**src/rtl/sync_fifo_flow.sv**
```systemverilog
// Synchronous FIFO with protected push/pop, arbitrary depth, occupancy count,
// flush and selectable FWFT/registered read. Sticky error flags: SYNC_FIFO_ERR_EN.
module sync_fifo_flow #(
  parameter int WIDTH    = 32,
  parameter int DEPTH    = 16,
  parameter int AF_LEVEL = 2,
  parameter int AE_LEVEL = 2,
  parameter int FWFT     = 1,
  parameter int CNT_W    = $clog2(DEPTH + 1)
) (
  input  logic             clk,
  input  logic             rst,
  input  logic             flush,
  input  logic             push,
  input  logic [WIDTH-1:0] din,
  input  logic             pop,
  output logic [WIDTH-1:0] dout,
  output logic             dout_valid,
  output logic             full,
  output logic             empty,
  output logic             a_full,
  output logic             a_empty,
  output logic [CNT_W-1:0] count
`ifdef SYNC_FIFO_ERR_EN
  ,
  output logic             overflow,
  output logic             underflow
`endif
);

  localparam int PTR_W = (DEPTH > 1) ? $clog2(DEPTH) : 1;
  localparam logic [CNT_W-1:0] DEPTH_C = CNT_W'(DEPTH);
  localparam logic [CNT_W-1:0] AF_TH   = CNT_W'(DEPTH - AF_LEVEL);
  localparam logic [CNT_W-1:0] AE_TH   = CNT_W'(AE_LEVEL);
  localparam logic [PTR_W-1:0] LAST_P  = PTR_W'(DEPTH - 1);

  generate
    if (DEPTH < 2) begin : g_bad_depth
      $error("sync_fifo_flow: DEPTH must be >= 2");
    end
    if (AF_LEVEL < 0 || AF_LEVEL > DEPTH - 1) begin : g_bad_af
      $error("sync_fifo_flow: AF_LEVEL must be in 0..DEPTH-1");
    end
    if (AE_LEVEL < 0 || AE_LEVEL > DEPTH - 1) begin : g_bad_ae
      $error("sync_fifo_flow: AE_LEVEL must be in 0..DEPTH-1");
    end
  endgenerate

  logic [WIDTH-1:0] r_mem [DEPTH];
  logic [PTR_W-1:0] r_wr_ptr;
  logic [PTR_W-1:0] r_rd_ptr;
  logic [CNT_W-1:0] r_count;
  logic             w_push_ok;
  logic             w_pop_ok;
  logic [PTR_W-1:0] w_wr_nxt;
  logic [PTR_W-1:0] w_rd_nxt;

  assign full    = (r_count == DEPTH_C);
  assign empty   = (r_count == '0);
  assign a_full  = (r_count >= AF_TH);
  assign a_empty = (r_count <= AE_TH);
  assign count   = r_count;

  assign w_push_ok = push && !full;
  assign w_pop_ok  = pop && !empty;

  // Explicit wrap so non-power-of-two depths work.
  assign w_wr_nxt = (r_wr_ptr == LAST_P) ? '0 : r_wr_ptr + 1'b1;
  assign w_rd_nxt = (r_rd_ptr == LAST_P) ? '0 : r_rd_ptr + 1'b1;

  // Storage is deliberately not reset.
  always_ff @(posedge clk) begin
    if (!rst && !flush && w_push_ok) begin
      r_mem[r_wr_ptr] <= din;
    end
  end

  always_ff @(posedge clk) begin
    if (rst || flush) begin
      r_wr_ptr <= '0;
      r_rd_ptr <= '0;
      r_count  <= '0;
    end else begin
      if (w_push_ok) r_wr_ptr <= w_wr_nxt;
      if (w_pop_ok)  r_rd_ptr <= w_rd_nxt;
      case ({w_push_ok, w_pop_ok})
        2'b10:   r_count <= r_count + 1'b1;
        2'b01:   r_count <= r_count - 1'b1;
        default: r_count <= r_count;
      endcase
    end
  end

  generate
    if (FWFT != 0) begin : g_fwft
      assign dout       = r_mem[r_rd_ptr];
      assign dout_valid = !empty;
    end else begin : g_reg
      logic [WIDTH-1:0] r_dout;
      logic             r_dout_valid;
      // Flush clears the valid strobe but leaves the last word on dout.
      always_ff @(posedge clk) begin
        if (rst) begin
          r_dout       <= '0;
          r_dout_valid <= 1'b0;
        end else if (flush) begin
          r_dout_valid <= 1'b0;
        end else begin
          r_dout_valid <= w_pop_ok;
          if (w_pop_ok) r_dout <= r_mem[r_rd_ptr];
        end
      end
      assign dout       = r_dout;
      assign dout_valid = r_dout_valid;
    end
  endgenerate

`ifdef SYNC_FIFO_ERR_EN
  logic r_overflow;
  logic r_underflow;
  always_ff @(posedge clk) begin
    if (rst) begin
      r_overflow  <= 1'b0;
      r_underflow <= 1'b0;
    end else if (!flush) begin
      if (push && full) r_overflow  <= 1'b1;
      if (pop && empty) r_underflow <= 1'b1;
    end
  end
  assign overflow  = r_overflow;
  assign underflow = r_underflow;
`endif

endmodule

```
**config.mk**
```make
export PLATFORM = sky130hd
export DESIGN_NAME = sync_fifo_flow
export DESIGN_NICKNAME = d
export VERILOG_FILES = /design/src/rtl/sync_fifo_flow.sv
export SDC_FILE = /design/constraint.sdc
export NUM_CORES = 1
export LEC_CHECK = 0
export ABC_AREA = 1
export CAP_MARGIN = 20
export CORE_ASPECT_RATIO = 2
export CORE_MARGIN = 5
export CORE_UTILIZATION = 55
export CTS_CLUSTER_DIAMETER = 100
export DETAILED_ROUTE_END_ITERATION = 12
export PLACE_DENSITY_LB_ADDON = 0.15
export SETUP_SLACK_MARGIN = 0.02
export SYNTH_ARGS = -nofsm -noshare
export SYNTH_HDL_FRONTEND = slang
export SYNTH_SLANG_ARGS = --single-unit
```
**constraint.sdc**
```tcl
create_clock -name clk -period 8 [get_ports clk]
set_input_delay 1.6 -clock clk [delete_from_list [all_inputs] [get_ports clk]]
set_output_delay 1.6 -clock clk [all_outputs]
set_load 0.02 [all_outputs]
```
==> out/metrics.cfg, run 1 <==
[sta]
fin_skew_ns=0.0217
rsz0062_at_grt=no
maxSlewViolCount=0
fin_setup_tns_ns=0
slew_headroom=0.355
setup_viol=0
fmax_mhz=179
finalCritPeriodShare=0.700
hold_slack_ns=0.514
tightest_slew_ns=0.968
finalHoldViolCount=0
min_period_ns=5.60

[floorplan]
die-area_sq_mm=0.0441
io_pins=79
die_h_um=292
die_w_um=151
initial_core_util=0.555
core_area_sq_mm=0.0394
row_count=103

[clock_network]
cts_root_buf=clkbuf_16
clock_latency_ns=0.56
cts_tree=done
post_cts_buffers=0
clockBufferDepth=3
cts_buffers=44
clkTransAtPathRegs_ns=0.07
cts_resized=0
cts.sinks=529
cts_max_level=2
cts_hold_buf=0

[pwr]
power.density_mw_per_mm2=230
ir_drop_mv=0.206
total_power_uw=5630
power_leakage_uw=0.00932

[drt]
avgViaCountPerCell=5.55
drc=0
wl_per_cell_um=20.3
drt_iter0_drc=1147
ant_nets=0
dr_total_vias=14366
dr.pass1.iters=5
wl_um=52500

[global_route]
grt_usage=0.240
grt_pass1_wl_um=80500
first_global_vias=14294
grt_overflow=0
grt_max_degree=91
antenna_found_initial=1

[synth]
syn_area_sq_mm=0.0219
ys_ff_latch=529
muxShareOfSynthArea=0
syn-num-nets=2032
synthesis.yosys.warnings=0
syn_inst=1985
synthAdderAreaFrac=0.00606
ys_seq_area_frac=0.718
synth-simple-area-share=0.212
synth_compound_area_frac=0.0202
synth_top_family_by_area=simple AND/OR/NAND/NOR gates
synth-xor-area-share=0.00160
synth_cell_types=23
syn_area_per_cell_sq_um=11.0

[outcome]
status=complete, no violations

[setup_path]
path_cells=buf_4 -> buf_4 -> nor2_1 -> nor2_1 -> o21ai_0 -> nand3_1 -> nand3_1 -> nand2_1 -> clkdlybuf4s50_1
cp.required_ns=6.40
worstPathMaxFanout=89
max_stage_delay_ns=0.85
crit_path_end_kind=primary output
critical_path.slowest_cell=buf_4
path_class=reg -> out
cp-start-kind=flop
arrival_ns=4.00

[cells_and_area]
area_growth_pct=11.6
final.fill_count=3180
nets=2079
final_layout_size_suffix_gt1_frac=0.0538
final_core_util=0.619
stdcell_area_sq_mm=0.0244

[placed_design]
io_buffer_count=78
hpwl_um=26600
placed_area_sq_mm=0.0231
place_congestion=0.779

[hold_path]
hold_path_class=reg -> reg

[run]
drv_cap=0

==> placed cells by master, fill, tap and decap left out, types with 2 or more instances in the layout <==
master,netlist,final
clkdlybuf4s50_1,0,78
o21ai_0,73,73
clkbuf_16,0,45
nor2_1,153,140
nor2_4,0,13
ha_1,9,9
a21oi_1,14,14
edfxtp_1,512,512
dfxtp_2,0,3
xnor2_1,2,2
clkinv_1,0,9
inv_1,91,89
dfxtp_1,17,13
buf_4,2,29
clkbuf_1,35,11
nor3_2,0,3
nand4_1,2,2
nand3_1,236,236
nand2_1,760,760
clkinv_2,0,7
inv_6,0,4
xor2_1,2,2
clkbuf_8,0,2
==> cells in the mapped netlist <==
cell type | n | area share
a21oi_1 | 14 | 0.0032
fa_1 | 1 | 0.00091
nand4_1 | 2 | 0.00057
nor3_1 | 3 | 0.00069
ha_1 | 9 | 0.0051
dfxtp_1 | 17 | 0.016
o31ai_1 | 1 | 0.00034
o21ai_0 | 73 | 0.017
xnor2_1 | 2 | 0.00080
buf_6 | 14 | 0.0072
or2_2 | 1 | 0.00029
inv_1 | 91 | 0.016
buf_1 | 15 | 0.0026
clkbuf_1 | 35 | 0.0060
xor2_1 | 2 | 0.00080
nand2_1 | 760 | 0.13
nor2_1 | 153 | 0.026
buf_2 | 39 | 0.0089
inv_2 | 2 | 0.00034
buf_12 | 1 | 0.00091
edfxtp_1 | 512 | 0.70
nand3_1 | 236 | 0.054
buf_4 | 2 | 0.00069
==> flip-flops by register name, indices dropped and copies added, names as in the netlist, named ones only <==
name / flops
r_mem: 512
count: 5
r_rd_ptr: 4
r_wr_ptr: 4
==> area by class of cell <==
cell class | count | area (sq um) | share of cell area
clock inverter | 19 | 124 | 0.00507
tap | 525 | 657 | 0.0269
multi-input combinational | 1257 | 5370 | 0.220
timing repair buffer | 107 | 998 | 0.0409
inverter | 93 | 359 | 0.0147
clock buffer | 58 | 1190 | 0.0489
antenna | 1 | 2.50 | 0.000102
sequential | 529 | 15700 | 0.644
==> metal layers <==
metal | global-route usage | part of all wire | up-vias
li1 | - | - | 6752
met4 | 0.0799 | 0.029 | 0
met1 | 0.299 | 0.39 | 7110
met3 | 0.0250 | 0.045 | 99
met2 | 0.433 | 0.54 | 405
met5 | 0 | 0 | -
==> logic make-up (layout without fill, tap and decap cells) <==
logic type,after synthesis,in the layout
AND/OR/NAND/NOR,1155,1155
AO/OA/AOI/OAI,88,88
buffers and inverters,199,277
adder cells (fa/ha/maj),10,10
other,0,1
XOR/XNOR,4,4
flip-flops,529,529
==> power breakdown <==
part           internal (uW)  leakage, uW  switching (uW)
Sequential              3050      0.00475            17.7
Combinational            181      0.00392             356
Clock                   1090     0.000651             937
==> through the flow <==
stage               instances  setup slack, ns
floorplan                1985             3.05
CTS                      2588             2.39
global route             2589             2.16
detailed placement       2511             3.01
finish                   2589             2.40
global placement         2511             2.97
==> critical path: cells and delay by family (launching register included) <==
kind / cells / cell delay [ns]
AND/OR/NAND/NOR: 5 / 0.60
AO/OA/AOI/OAI: 1 / 0.10
buffers and inverters: 3 / 2.06
flip-flops: 1 / 0.59
==> final timing paths <==
path / from / end / slack (ns) / cells after the start
worst max register to register: count[1]$_SDFFE_PP0P_ / r_mem[13][22]$_DFFE_PP_ / 5.11 / 7
worst min-delay path: r_rd_ptr[3]$_SDFFE_PP0N_ / flop / 0.51 / 2
worst min register to register: r_rd_ptr[3]$_SDFFE_PP0N_ / flop / 0.51 / 2
worst max-delay path: flop / dout[26] / 2.40 / 9
(Power assumes the default switching activity.)
==> run 2, diff against run 1 <==
==> constraint.sdc (replaced) <==
create_clock -name clk -period 5.7 [get_ports clk]
set_input_delay 1.14 -clock clk [delete_from_list [all_inputs] [get_ports clk]]
set_output_delay 1.14 -clock clk [all_outputs]
set_load 0.02 [all_outputs]
==> run 2 against run 1 <==
  * Die area stayed put
  * Worst hold slack got worse by 0.0090 ns
  * Global-route usage is 1.0 points higher
==> out/metrics.cfg, run 2 (synthesis gave the netlist of run 1 again) <==
[clock_network]
clockBufferDepth=3
clkTransAtPathRegs_ns=0.06
cts_tree=done
cts_hold_buf=0
cts_root_buf=clkbuf_16
cts_max_level=2
post_cts_buffers=0
clock_latency_ns=0.56
cts_resized=0
cts_buffers=45
cts.sinks=529

[sta]
fin_skew_ns=0.0200
min_period_ns=4.50
slew_headroom=0.306
fmax_mhz=222
setup_viol=0
finalCritPeriodShare=0.789
maxSlewViolCount=0
tightest_slew_ns=1.04
finalHoldViolCount=0
fin_setup_tns_ns=0
rsz0062_at_grt=no

[cells_and_area]
seq_area_sq_mm=0.0157
regMostFlops=r_mem
diodes=0
multi_input_area_sq_mm=0.00537
nets=2081
largest_reg_flops=512
area_growth_pct=12.7
final_core_util=0.626
final_layout_size_suffix_gt1_frac=0.0552
final_cell_mix=nand2_1 (760), edfxtp_1 (512), nand3_1 (236), nor2_1 (140), inv_1 (89)
final.fill_count=3136
stdcell_area_sq_mm=0.0247
final_common_cell=nand2_1

[drt]
avgViaCountPerCell=5.56
ant_nets=0
drt_iter0_drc=1413
drc=0
wl_um=54200
wl_per_cell_um=20.9
dr.pass1.iters=6
dr_total_vias=14413

[hold_path]
hold_path_class=reg -> reg
hp-start=r_rd_ptr[3]$_SDFFE_PP0N_

[global_route]
antenna_found_initial=0
grt_usage=0.250
grt_pass1_wl_um=83300
grt_max_degree=199
grt_overflow=0
first_global_vias=14504

[setup_path]
path_class=reg -> out
arrival_ns=3.36
worstPathMaxFanout=198
crit_buf_inv=2
cp.required_ns=4.56
crit_path_end_kind=primary output
r2r-start=count[1]$_SDFFE_PP0P_
critical-path-top-delay-family=buffers and inverters
max_stage_delay_ns=0.64
cp-start-kind=flop
critical_path.slowest_cell=clkdlybuf4s50_1
path_cells=buf_12 -> nor2_1 -> nor2_1 -> o21ai_0 -> nand3_1 -> nand3_1 -> nand2_1 -> clkdlybuf4s50_1

[outcome]
status=complete, no violations

[floorplan]
io_pins=79
die_h_um=292
initial_core_util=0.555
row_count=103
core_area_sq_mm=0.0394
die_w_um=151
die-area_sq_mm=0.0441

[placed_design]
place_congestion=0.823
io_buffer_count=78
placed_area_sq_mm=0.0233
hpwl_um=30700

[run]
drv_cap=0

[pwr]
ir_drop_mv=0.262
power.density_mw_per_mm2=329
power_leakage_uw=0.00940

[run 2: changes by cell type in the layout (fill, tap and decap cells not counted)]
cell,delta
buf_4,-9
buf_12,+6
buf_16,+4
bufinv_16,+4
clkbuf_8,-2
clkinv_2,-2
clkinvlp_4,+2
clkinv_4,+1
diode_2,-1
inv_6,-1
[run 2: power breakdown]
| part | leakage [uW] | internal, uW | total [uW] | switching, uW |
|---|---|---|---|---|
| combinational | 0.00397 | 263 | 801 | 538 |
| clock | 0.000684 | 1680 | 3030 | 1340 |
| sequential | 0.00475 | 4280 | 4300 | 18.7 |
| total | 0.00940 | 6230 | 8130 | 1900 |
[run 2: worst paths after layout]
| path | to | slack (ns) | cells past startpoint |
|---|---|---|---|
| worst max register to register | r_mem[9][8]$_DFFE_PP_ | 2.79 | 7 |
| worst max-delay path | dout[21] | 1.20 | 8 |
| worst min register to register | flop | 0.50 | 2 |
| worst min-delay path | flop | 0.50 | 2 |
[run 2: final cells by class]
type / count / area share
clock buffer: 56 / 0.0473
sequential: 529 / 0.637
timing repair buffer: 108 / 0.0470
inverter: 93 / 0.0147
multi-input combinational: 1257 / 0.217
clock inverter: 23 / 0.00999
tap: 525 / 0.0266
[run 2: per-stage QoR]
stage	power [uW]	hold slack (ns)	setup slack, ns	cells
global placement	5180	0.493	1.53	2505
global route	8400	0.548	1.03	2591
detailed placement	5190	0.501	1.56	2512
finish	8130	0.505	1.20	2591
CTS	8180	0.511	1.14	2591
floorplan	4870	0.467	1.21	1985
[run 2: tightest hold or removal path, cell delays in order (launching register included)]
cell     delay (ns)
dfxtp_1        0.32
nand2_1        0.07
a21oi_1        0.07
[run 2: metal layers]
layer  part of all wire  vias up  track usage
met5                  0        -            0
met4              0.043        0        0.105
met3              0.055      137       0.0320
met2               0.53      503        0.452
met1               0.37     6998        0.297
li1                   -     6775            -
==> run 3, diff against run 2 <==
==> constraint.sdc (replaced) <==
create_clock -name clk -period 4 [get_ports clk]
set_input_delay 0.8 -clock clk [delete_from_list [all_inputs] [get_ports clk]]
set_output_delay 0.8 -clock clk [all_outputs]
set_load 0.02 [all_outputs]
==> run 3 against run 2 <==
  * Global-route usage fell by 0.56 points
  * Count of clock-buffer cells in the layout down 3
  * Critical path depth grew 1
  * Non-clock buffer count rose by 9
  * Register-to-register slack got worse by 1.4 ns
  * Combinational power increased by 41%
  * Highest routed layer unchanged
==> out/metrics.cfg, run 3 (synthesis gave the netlist of run 1 again) <==
[floorplan]
row_count=103
die_w_um=151
die_h_um=292
initial_core_util=0.555
core_area_sq_mm=0.0394
io_pins=79
die-area_sq_mm=0.0441

[drt]
drc=0
dr_total_vias=14421
wl_um=53700
wl_per_cell_um=20.6
dr.pass1.iters=5
drt_iter0_drc=1140
avgViaCountPerCell=5.54
ant_nets=0

[clock_network]
clockBufferDepth=3
clkTransAtPathRegs_ns=0.07
cts_root_buf=clkbuf_16
cts_tree=done
post_cts_buffers=0
cts_hold_buf=0
cts_resized=0
cts_max_level=2
cts.sinks=529
cts_buffers=43
clock_latency_ns=0.56

[setup_path]
path_class=reg -> out
path_common_cell=nand2_1
crit_path_end_kind=primary output
max_stage_delay_ns=0.61
r2r-start=count[1]$_SDFFE_PP0P_
critical_path.slowest_cell=clkdlybuf4s50_1
r2r_end=r_mem[2][18]$_DFFE_PP_
worstPathMaxFanout=48
path_cells=inv_6 -> buf_4 -> nand2_1 -> nand2_1 -> nand2_1 -> nand3_1 -> nand3_1 -> nand2_1 -> clkdlybuf4s50_1
arrival_ns=2.98
ff2ff_setup_slack_ns=1.44
cp.required_ns=3.20
cp-start-kind=flop
critical-path-top-delay-family=buffers and inverters
ff2ff_path_depth=7
crit_buf_inv=3

[sta]
fin_skew_ns=0.0160
fmax_mhz=265
min_period_ns=3.78
slew_headroom=0.408
maxSlewViolCount=0
layout_setup_ws_ns=0.224
rsz0062_at_grt=no
finalCritPeriodShare=0.944
tightest_slew_ns=0.883
finalHoldViolCount=0
setup_viol=0
fin_setup_tns_ns=0

[cells_and_area]
stdcell_area_sq_mm=0.0248
stdcell_count=2601
final_layout_size_suffix_gt1_frac=0.0603
largest_reg_flops=512
final_cell_mix=nand2_1 (760), edfxtp_1 (512), nand3_1 (236), nor2_1 (140), inv_1 (89)
area_growth_pct=13.4
final_common_cell=nand2_1
seq_area_sq_mm=0.0157
final.fill_count=3186
nets=2088
regMostFlops=r_mem
multi_input_area_sq_mm=0.00537

[global_route]
first_global_vias=14406
grt_usage=0.245
grt_max_degree=121
grt_pass1_wl_um=81500
grt_overflow=0
antenna_found_initial=2

[placed_design]
hpwl_um=28300
io_buffer_count=78
dp_cells=2521
pre_cts_ws_ns=0.785
placed_area_sq_mm=0.0234
place_congestion=0.783

[hold_path]
hold_path_class=reg -> reg
min_path_cells=2
hp-start=r_rd_ptr[3]$_SDFFE_PP0N_

[outcome]
status=complete, no violations

[run]
drv_cap=0

[pwr]
power_leakage_uw=0.00946
power.density_mw_per_mm2=462
total_power_uw=11500
ir_drop_mv=0.377

==> run 3: cell type report <==
class | instances | share of cell area
Sequential cell | 529 | 0.633
Inverter | 93 | 0.0145
Multi-Input combinational cell | 1257 | 0.216
Tap cell | 525 | 0.0265
Antenna cell | 2 | 0.000202
Clock inverter | 25 | 0.00993
Timing Repair Buffer | 117 | 0.0538
Clock buffer | 53 | 0.0457
==> run 3: per-layer routing <==
metal | wire length [um] | up-vias | GRT usage
met5 | 0 | - | 0
met4 | 1990 | 0 | 0.0948
met3 | 2590 | 112 | 0.0280
met2 | 29000 | 447 | 0.446
met1 | 20100 | 7075 | 0.293
li1 | - | 6787 | -
==> run 3: per-stage QoR <==
stage	utilization	hold slack, ns
6_report	0.630	0.517
5_1_grt	0.630	0.543
4_1_cts	0.629	0.516
3_5_place_dp	0.594	0.507
3_3_place_gp	0.594	0.496
2_1_floorplan	-	0.467
==> run 3: how the worst max path moves through the flow <==
stage,start,slack [ns],cells after the start,endpoint
finish,flop,0.22,9,dout[31]
global placement,flop,0.82,9,dout[31]
floorplan,flush,-0.15,5,r_mem[3][0]$_DFFE_PP_
detailed placement,flop,0.79,9,dout[31]
global route,flop,0.10,9,dout[1]
CTS,flop,0.18,9,dout[31]
==> run 3: tightest hold or removal path, stage by stage, from the launching register on <==
cell,delay (ns)
dfxtp_1,0.33
nand2_1,0.06
a21oi_1,0.08
==> run 3: power by group <==
part | internal [uW] | total, uW | switching, uW | leakage [uW]
sequential | 6100 | 6120 | 21.2 | 0.00475
combinational | 384 | 1130 | 746 | 0.00404
clock | 2290 | 4210 | 1920 | 0.000668
==> RTL edit (settings of run 3) <==
Change the parameter `WIDTH` from 32 to 64.
--- a/src/rtl/sync_fifo_flow.sv
+++ b/src/rtl/sync_fifo_flow.sv
@@ -2,5 +2,5 @@
 // flush and selectable FWFT/registered read. Sticky error flags: SYNC_FIFO_ERR_EN.
 module sync_fifo_flow #(
-  parameter int WIDTH    = 32,
+  parameter int WIDTH    = 64,
   parameter int DEPTH    = 16,
   parameter int AF_LEVEL = 2,
Ports: changed (resized din and dout); port bits go from 79 to 143. The function was not compared with the original's and may differ.
==> RTL edit against run 3 <==
Sequential share of layout area grew 0.56 points; routed wire length grew 99%; synthesized area grew 95%; clock skew grew 6.2 ps; total power grew 95%; final area grew 96%; via count grew 94%; final cell count grew 93%; worst setup slack lost 110 ps; critical path depth shrank 2; combinational power grew 90%; sequential cell count grew 512; highest routed layer unchanged.
==> RTL edit: results <==
[cells_and_area]
drive_gt1_share_pct = 6.02
max_flop_register = r_mem
final_cell_area_um2 = 48700
instances_no_fill = 5031
nFillCells = 6112
finalNetCount = 4013
largest_reg_flops = 1024

[yosys]
synthTopCellsByCount = nand2_1 (1496), edfxtp_1 (1024), nand3_1 (460)
synth.area.top_cells = edfxtp_1 (72%), nand2_1 (13%), nand3_1 (5.4%)
synthArstFlopShare_pct = 0
syn_nets = 3897
synthDistinctLibCells = 25
yosysSeqAreaShare_pct = 72.8
synthCells = 3818
synth_edf_count = 1024

[power]
ir_drop_mv = 0.419
power.switching_w = 0.00525
leakage_nw = 18.6
share_comb_of_total_power_pct = 9.6

[cts]
clk_pin_slew_ps = 70
htreeDepth = 3
clkLatencyLatePin_ps = 660
cts_buffers = 87

[placement]
dp_hpwl_um = 56200
place_area_um2 = 45800
placement.io_buffers = 142
place_ws_ps = 618
numPlacedInstances = 4861
routabilityCongestion = 0.784

[worst_setup_path]
slowest_delay_ps = 630
rr_endpoint = r_mem[13][37]
cp_max_fo = 67
reg2reg_from = count[2]
worstPathArrival_ps = 3090
r2r_setup_slack_ps = 1380
ff2ff_path_depth = 7
cp_slowest_cell = clkdlybuf4s50_1

[grt]
grt_max_degree = 129
grt_usage_pct = 25.6
grt_first_pass_wirelength_um = 162000
first_global_vias = 27500
antenna_found_initial = 5

[sta]
tightest_slew_ps = 873
holdWs_ps = 506
skew_ps = 22.2

[route]
wl_per_cell_um = 21.3
firstDrtPassIters = 6
routed-via-count = 27900
drc = 0
dr.first_iter.drc_count = 2323

[status]
outcome = completed
==> RTL edit: cell types whose count changed after synthesis, sizes merged <==
cell,run 3,this run
buf,71,89
nand2,760,1496
inv,93,157
nand3,236,460
o21ai,73,137
edfxtp,512,1024
nor2,153,281
clkbuf,35,122
==> RTL edit: how the worst max path moves through the flow <==
stage | start | end | slack (ps) | cells past startpoint
finish | flop | dout[22] | 110 | 7
global placement | flop | dout[3] | 600 | 9
global route | flop | dout[5] | 20 | 7
floorplan | flush | r_mem[0][0] | -680 | 5
detailed placement | flop | dout[3] | 620 | 9
CTS | flop | dout[3] | 50 | 10
==> RTL edit: layer usage <==
| metal | global-route usage (%) | up-vias | routed length, um |
|---|---|---|---|
| met4 | 8.87 | 0 | 3380 |
| met3 | 3.38 | 193 | 6470 |
| met2 | 46.2 | 986 | 56500 |
| met1 | 31.7 | 13600 | 40700 |
| li1 | - | 13100 | - |
| met5 | 0 | - | 0 |
==> RTL edit: area by class of cell <==
class / instances / share of cell area (%)
antenna: 5 / 0.0257
clock buffer: 109 / 4.73
clock inverter: 50 / 0.766
inverter: 157 / 1.30
multi-input combinational: 2409 / 20.7
sequential: 1041 / 63.9
tap: 1022 / 2.63
timing repair buffer: 237 / 5.96
timing repair inverter: 1 / 0.0231
==> RTL edit: cells by family (layout without fill, tap and decap cells) <==
family | Yosys count | in the layout | share of synthesized area (%)
DFF | 1041 | 1041 | 72.8
adders and majority gates | 10 | 10 | 0.311
buffers and inverters | 368 | 554 | 3.87
and+or+nand+nor | 2243 | 2243 | 21.1
other | 0 | 5 | 0
AOI/OAI and AO/OA | 152 | 152 | 1.79
xor gates and xnor gates | 4 | 4 | 0.0821
==> RTL edit: power by group through the flow <==
stage          logic [W]  registers [W]  clock network [W]
2_1_floorplan    0.00126         0.0123                  0
3_3_place_gp     0.00208         0.0123                  0
3_5_place_dp     0.00210         0.0123                  0
4_1_cts          0.00216         0.0120            0.00830
5_1_grt          0.00237         0.0120            0.00873
6_report         0.00215         0.0120            0.00817
==> RTL edit: what timing repair did <==
| action | in CTS | in global routing |
|---|---|---|
| pin swaps | 0 | 0 |
| endpoints found under the setup margin | 36 | 11 |
| setup buffers | 3 | 0 |
| resized for setup | 2 | 3 |
| hold buffers | 0 | 0 |
| cloned | 3 | 0 |
==> RTL edit: worst register-to-register path, cell delays in order, from the launching register on <==
cell     delay, ps
dfxtp_1        400
nor2_1         100
nand3_1        210
nand2_1        200
nor2_1         280
nand2_1        310
nor2_4         500
buf_12         270
